<file path="src/rtl/method_rom_arbiter.sv">
// Two-port read arbiter for a shared single-port image ROM. Port 0 has fixed priority,
// and port 1 is guaranteed a slot after STARVE_LIMIT consecutive denied cycles.
module method_rom_arbiter #(
   parameter int ADDR_W       = 13,
   parameter int DATA_W       = 16,
   parameter int DEPTH        = 8100,
   parameter int STARVE_LIMIT = 4,
   parameter int CNT_W        = 8
) (
   input  logic              clka,
   input  logic              rsta,
   input  logic              req0,
   input  logic [ADDR_W-1:0] addr0,
   output logic              gnt0,
   output logic              rvalid0,
   output logic [DATA_W-1:0] rdata0,
   output logic              rerr0,
   input  logic              req1,
   input  logic [ADDR_W-1:0] addr1,
   output logic              gnt1,
   output logic              rvalid1,
   output logic [DATA_W-1:0] rdata1,
   output logic              rerr1,
   output logic [ADDR_W-1:0] rom_addr,
   input  logic [DATA_W-1:0] rom_doa
);

   localparam logic [ADDR_W:0]  DEPTH_C = (ADDR_W+1)'(DEPTH);
   localparam logic [CNT_W-1:0] LIMIT_C = CNT_W'(STARVE_LIMIT);
   localparam logic [CNT_W-1:0] CNT_MAX = '1;

   logic [CNT_W-1:0]  starve_cnt;
   logic [ADDR_W-1:0] last_addr;
   logic [ADDR_W-1:0] gaddr;
   logic              gerr;
   logic              issue;
   logic              force1;

   // Stage-1 tag for the read in flight; the ROM data arrives one cycle later.
   typedef struct packed {
      logic valid;
      logic port;
      logic err;
   } tag_t;

   tag_t s1;

   assign force1 = (STARVE_LIMIT != 0) && (starve_cnt >= LIMIT_C);

   always_comb begin
      // NOTE: every output of this block gets a default first so no latch is inferred.
      gnt0     = 1'b0;
      gnt1     = 1'b0;
      if (!rsta) begin
         if (req1 && (!req0 || force1))
            gnt1 = 1'b1;
         else if (req0)
            gnt0 = 1'b1;
      end
      issue    = gnt0 | gnt1;
      gaddr    = gnt1 ? addr1 : addr0;
      gerr     = {1'b0, gaddr} >= DEPTH_C;
      rom_addr = last_addr;
      if (rsta)
         rom_addr = '0;
      else if (issue)
         rom_addr = gerr ? '0 : gaddr;
   end

   always_ff @(posedge clka) begin
      // NOTE: sequential state uses non-blocking assignments so every register samples pre-edge values.
      if (rsta) begin
         starve_cnt <= '0;
         last_addr  <= '0;
         s1         <= '0;
         rvalid0    <= 1'b0;
         rvalid1    <= 1'b0;
         rdata0     <= '0;
         rdata1     <= '0;
         rerr0      <= 1'b0;
         rerr1      <= 1'b0;
      end else begin
         if (issue)
            last_addr <= rom_addr;

         if (req1 && !gnt1) begin
            if (starve_cnt != CNT_MAX)
               starve_cnt <= starve_cnt + 1'b1;
         end else begin
            starve_cnt <= '0;
         end

         s1.valid <= issue;
         s1.port  <= gnt1;
         s1.err   <= gerr;

         rvalid0 <= s1.valid && !s1.port;
         rvalid1 <= s1.valid &&  s1.port;
         // Out-of-range reads still occupy the ROM at address 0, so their data is dropped here.
         if (s1.valid) begin
            if (s1.port) begin
               rdata1 <= s1.err ? '0 : rom_doa;
               rerr1  <= s1.err;
            end else begin
               rdata0 <= s1.err ? '0 : rom_doa;
               rerr0  <= s1.err;
            end
         end
      end
   end

endmodule

</file>
<file path="config.mk">
export PLATFORM = sky130hd
export DESIGN_NAME = method_rom_arbiter
export DESIGN_NICKNAME = d
export VERILOG_FILES = /design/src/rtl/method_rom_arbiter.sv
export SDC_FILE = /design/constraint.sdc
export NUM_CORES = 1
export LEC_CHECK = 0
export ABC_AREA = 1
export CAP_MARGIN = 10
export CORE_UTILIZATION = 25
export CTS_BUF_LIST = sky130_fd_sc_hd__clkbuf_8
export DETAILED_ROUTE_END_ITERATION = 12
export SETUP_SLACK_MARGIN = 0.05
export SYNTH_ARGS = -nofsm -noshare
export SYNTH_HDL_FRONTEND = slang
export SYNTH_SLANG_ARGS = --single-unit
export TNS_END_PERCENT = 20
</file>
<file path="constraint.sdc">
create_clock -name clka -period 3.21 [get_ports clka]
set_input_delay 0.963 -clock clka [delete_from_list [all_inputs] [get_ports clka]]
set_output_delay 0.963 -clock clka [all_outputs]
set_load 0.005 [all_outputs]
</file>
# After elaboration in Yosys (flattened, before gate mapping)
# Index checks and enable logic that the tools add are counted.
# word_totals
out_inout_bits,51
n_memories,0
ram_bits,0
ff_bits,60
rom_bits,0
latch_bits,0
# op_classes
eq_ne,1
reduce_logical,11
n_shift,0
n_mux,10
bitwise,3
multipliers,0
n_lt_le_gt_ge,2
div,0
addsub,1
# ops
op,n
2-to-1 mux 13 bit,4
2-to-1 mux 16 bit,1
"greater-or-equal comparator 13 bit, second input constant",1
"adder 8 x 1 -> 8 bit, second input constant",1
"greater-or-equal comparator 8 x 3 -> 1 bit, second input constant",1
"inequality test 8 bit, second input constant",1
2-to-1 mux 1 bit,5
logical AND 1 bit,4
AND reduction 2 bit,2
logical NOT 1 bit,3
inverter 1 bit,2
OR reduction 2 bit,1
logical OR 1 bit,1
OR 1 bit,1

# Logic depth before layout (Yosys ltp)
# depth
ltp_word,10
ltp_mapped,15

# Least setup slack after synthesis
# Ideal clock, no wire load.
# synth_path
path_kind,input-to-output
startpoint,input req0
endpoint,output rom_addr[0]
arrival_time_ns,2.182
n_path_buf,2
path_stages,14
slack_ns,0.065
cell_sequence,nand2_1 -> nor2_2 -> nand2_4 -> nand2_4 -> buf_8 -> nand2_1 -> nand2_2 -> nand3_1 -> nand2_1 -> nand2_1 -> nand2_2 -> buf_12 -> nand2_2 -> a21oi_1
# synth_via
elab_chain_len,10
word_cells_on_any_way,14
# synth_rtl
item,line_no,rtl
start: declaration,12,"input logic req0,"
logical NOT 1 bit,55,if (req1 && (!req0 || force1))
logical OR 1 bit,55,
logical AND 1 bit,55,
2-to-1 mux 1 bit,55,
2-to-1 mux 1 bit,54,if (!rsta) begin
2-to-1 mux 13 bit,61,gaddr = gnt1 ? addr1 : addr0;
greater-or-equal comparator 13 bit,62,"gerr = {1'b0, gaddr} >= DEPTH_C;"
2-to-1 mux 13 bit,67,rom_addr = gerr ? '0 : gaddr;
2-to-1 mux 13 bit (*),66,else if (issue)
2-to-1 mux 13 bit (*),64,if (rsta)
end: declaration,24,"output logic [ADDR_W-1:0] rom_addr,"
# Mark *: on every way between the ends. The rest lies on a longest branch, timed or not.

# Worst setup path in the final report
# layout_path
startpoint,input req0
endpoint,output rom_addr[4]
# Same word-level chain as after synthesis.

==> results.json <==
{
  "ys_seq_elements": 60,
  "tritoncts": "yes",
  "slowest_delay_ns": 0.14,
  "grt_remaining_overflow": 0,
  "failing_checks": "setup timing",
  "outcome": "finished, violations left",
  "drt_pass1_iterations": 4,
  "critical_path.slowest_cell": "buf_12",
  "net-switching-power_mw": 0.483,
  "ctsHtreeMaxLevel": 3,
  "drcViolationCount": 0,
  "p_int_mw": 1.53,
  "fin_worst_skew_ns": 0.00598,
  "ctsRootBufferMaster": "clkbuf_8",
  "synthTopCellsByArea": "dfxtp_1 47%, a21oi_1 9.9%, nand2_1 8.3%",
  "end_kind": "primary output",
  "diodes": 0,
  "first_global_vias": 2541,
  "post_cts_hold_buffer_count": 0,
  "max_freq_ghz": 0.293,
  "syn_avg_cell_area_um2": 7.72,
  "finish.net_count": 525,
  "gpl.final_weighted_congestion": 0.784,
  "vias_after_detailed_routing": 2681,
  "final-instance-count-excl-fill": 614,
  "critPathKind": "in2out",
  "share_of_the_yosys_chip_area_belonging_to_registers_pct": 47.3,
  "highest_count_cells_in_the_layout_ignoring_fill_and_taps": "71 x clkdlybuf4s50_1, 60 x dfxtp_1, 46 x buf_4",
  "top_cell_type_s_share_of_synthesized_area_pct": 47.3,
  "clock_power_share_pct": 40.8,
  "grt_first_pass_wirelength_um": 11400,
  "drt-total-wl_um": 7460,
  "cts_inserted_buffers": 9,
  "period_minus_slack_ns": 3.41,
  "total_leakage_power_nw": 1.94,
  "starting_density_of_the_core_pct": 25.9,
  "timing.critical_path.from_type": "primary input",
  "power.share.combinational_pct": 18.9,
  "worst_path_cell_chain": "buf_6, nand2_4, nor2_4, nand2_4, buf_12, nand3b_1, nand2_2, nor2_2, nand2_2, nor2_4, nand2_2, buf_8, buf_6, nand2_4, a21oi_2, buf_2",
  "globalRouteTotalUtil_pct": 14.2,
  "dieHeight_um": 103,
  "fillerInstances": 1034,
  "clock_tree.buffer_depth": 2,
  "fin_ws_ns": -0.201,
  "count_of_final_max_slew_check_failures": 0,
  "report.final.setup_viol": 13,
  "placement_rows": 36,
  "power.density_cell_area_mw_per_mm2": 466,
  "share_seq_of_total_power_pct": 40.3,
  "postRouteAntennaNets": 0,
  "yosysTopAreaCell": "dfxtp_1",
  "place.detailed.instances": 582,
  "min_period_over_period_pct": 106,
  "netlist_area_before_placement_mm2": 0.00254,
  "horizontal_die_dimension_um": 103,
  "dieArea_mm2": 0.0106,
  "boundaryPins": 97,
  "grt_max_degree": 33,
  "tightestPinTransition_ns": 0.551,
  "detail_route.wl_per_cell_um": 12.2,
  "synth_warnings": 0,
  "timing.final.hold_violations": 0,
  "antenna_found_initial": 0,
  "via_per_inst": 4.37,
  "clk_transition_reported_paths_ns": 0.06,
  "worst_skew_pair.late_latency_ns": 0.33,
  "maxCapViolations": 0,
  "worst-path-buf-inv": 5,
  "core_area_mm2": 0.00982,
  "dp_slack_ns": -0.985,
  "detail_route.iter0.violations": 67,
  "max-vdd-ir-drop_mv": 0.234,
  "area_growth_pct": 70.3,
  "layout.cells.most_common": "clkdlybuf4s50_1",
  "power.switching_fraction_pct": 24.0,
  "critical_path.top_delay_family": "simple AND/OR/NAND/NOR gates",
  "data_required_critical_path_ns": 2.25,
  "ys_types": 26,
  "synthCells": 329,
  "critical_path.max_fanout": 8,
  "slew-limit-headroom_pct": 63.2,
  "dp.final_hpwl_um": 5320,
  "cts.sink_count": 60,
  "grt_setup_unrepaired": "true",
  "worst_ep_arrival_time_ns": 2.45,
  "drive_gt1_share_pct": 29.9,
  "placement.io_buffers": 96,
  "type_of_the_most_critical_hold_path": "reg2reg"
}
## registers in the layout (all words and copies together), names as in the netlist
| name | cells |
|---|---|
| s1 | 3 |
| rerr0 | 1 |
| rvalid1 | 1 |
| rdata0 | 16 |
| rerr1 | 1 |
| starve_cnt | 8 |
| last_addr | 13 |
| rvalid0 | 1 |
| rdata1 | 16 |
## through the flow
step	TNS, ns	power, mW	hold WS [ns]	util (%)	instance area, µm²
2_1_floorplan	0	0.966	0.436	-	2550
3_3_place_gp	-12.58	1.17	0.450	39.6	3890
3_5_place_dp	-12.80	1.18	0.458	39.6	3890
4_1_cts	-1.87	2.03	0.468	43.4	4260
5_1_grt	-3.18	2.12	0.487	44.0	4330
6_report	-1.80	2.02	0.464	44.0	4330
## Yosys cell counts, drive strengths merged
master and instances:
a211oi 1, a21oi 50, buf 3, clkbuf 13, clkinv 1, conb 1, dfxtp 60, ha 2
inv 37, nand2 72, nand3 18, nand3b 5, nor2 18, nor3 2, nor4 1, o21ai 44
or2 1
## metal layers
layer / global-route usage [%] / vias to the layer above / wire length [µm]
li1: - / 1366 / -
met2: 24.9 / 39 / 3900
met5: 0 / - / 0
met3: 2.64 / 14 / 178
met4: 7.69 / 0 / 171
met1: 16.4 / 1262 / 3210
## repair_timing
action,CTS,global route
setup buffers,16,2
cloned,0,0
pin swaps,19,9
endpoints found under the setup margin,15,13
resized for setup,105,22
## power by group through the flow
stage | clock, mW | combinational [mW] | sequential [mW]
floorplan | 0 | 0.139 | 0.828
global placement | 0 | 0.346 | 0.827
detailed placement | 0 | 0.350 | 0.828
CTS | 0.846 | 0.368 | 0.812
global route | 0.885 | 0.416 | 0.816
finish | 0.822 | 0.381 | 0.812
## final cells by class
class | count | area [µm²] | area share, %
Clock buffer | 10 | 138 | 3.18
Timing Repair Buffer | 149 | 1320 | 30.4
Inverter | 38 | 148 | 3.41
Multi-Input combinational cell | 219 | 1260 | 29.0
Tap cell | 133 | 166 | 3.85
Sequential cell | 60 | 1200 | 27.8
Clock inverter | 5 | 100 | 2.31
## worst paths after layout
path                                     from       endpoint  slack, ns  cells past startpoint
worst max-delay path                     req0    rom_addr[4]      -0.20                     16
worst min-delay path            starve_cnt[0]  starve_cnt[0]       0.46                      1
worst max register to register  starve_cnt[6]          s1[0]       1.35                     15
worst min register to register  starve_cnt[0]  starve_cnt[0]       0.46                      1
## kinds of logic (layout without fill, tap and decap cells)
family	count (synthesis)	after routing	share of synthesized area, %
AOI/OAI and AO/OA	95	95	19.3
adders and majority gates	2	2	0.985
buffers and inverters	54	202	9.36
DFF	60	60	47.3
other	1	5	0.148
and+or+nand+nor	117	117	23.0
## worst register-to-register path, stage by stage (launching register included)
cell and delay (ns):
dfxtp_1 0.33, inv_1 0.09, nand2_4 0.06, nor2_4 0.11
nand2_4 0.08, buf_12 0.14, nand3b_1 0.08, nand2_2 0.07
nor2_2 0.12, nand2_2 0.09, nor2_4 0.09, nand2_2 0.08
buf_8 0.14, buf_6 0.12, buf_4 0.12, nor2_1 0.07
Note: power is estimated with default switching activity, not from simulation.
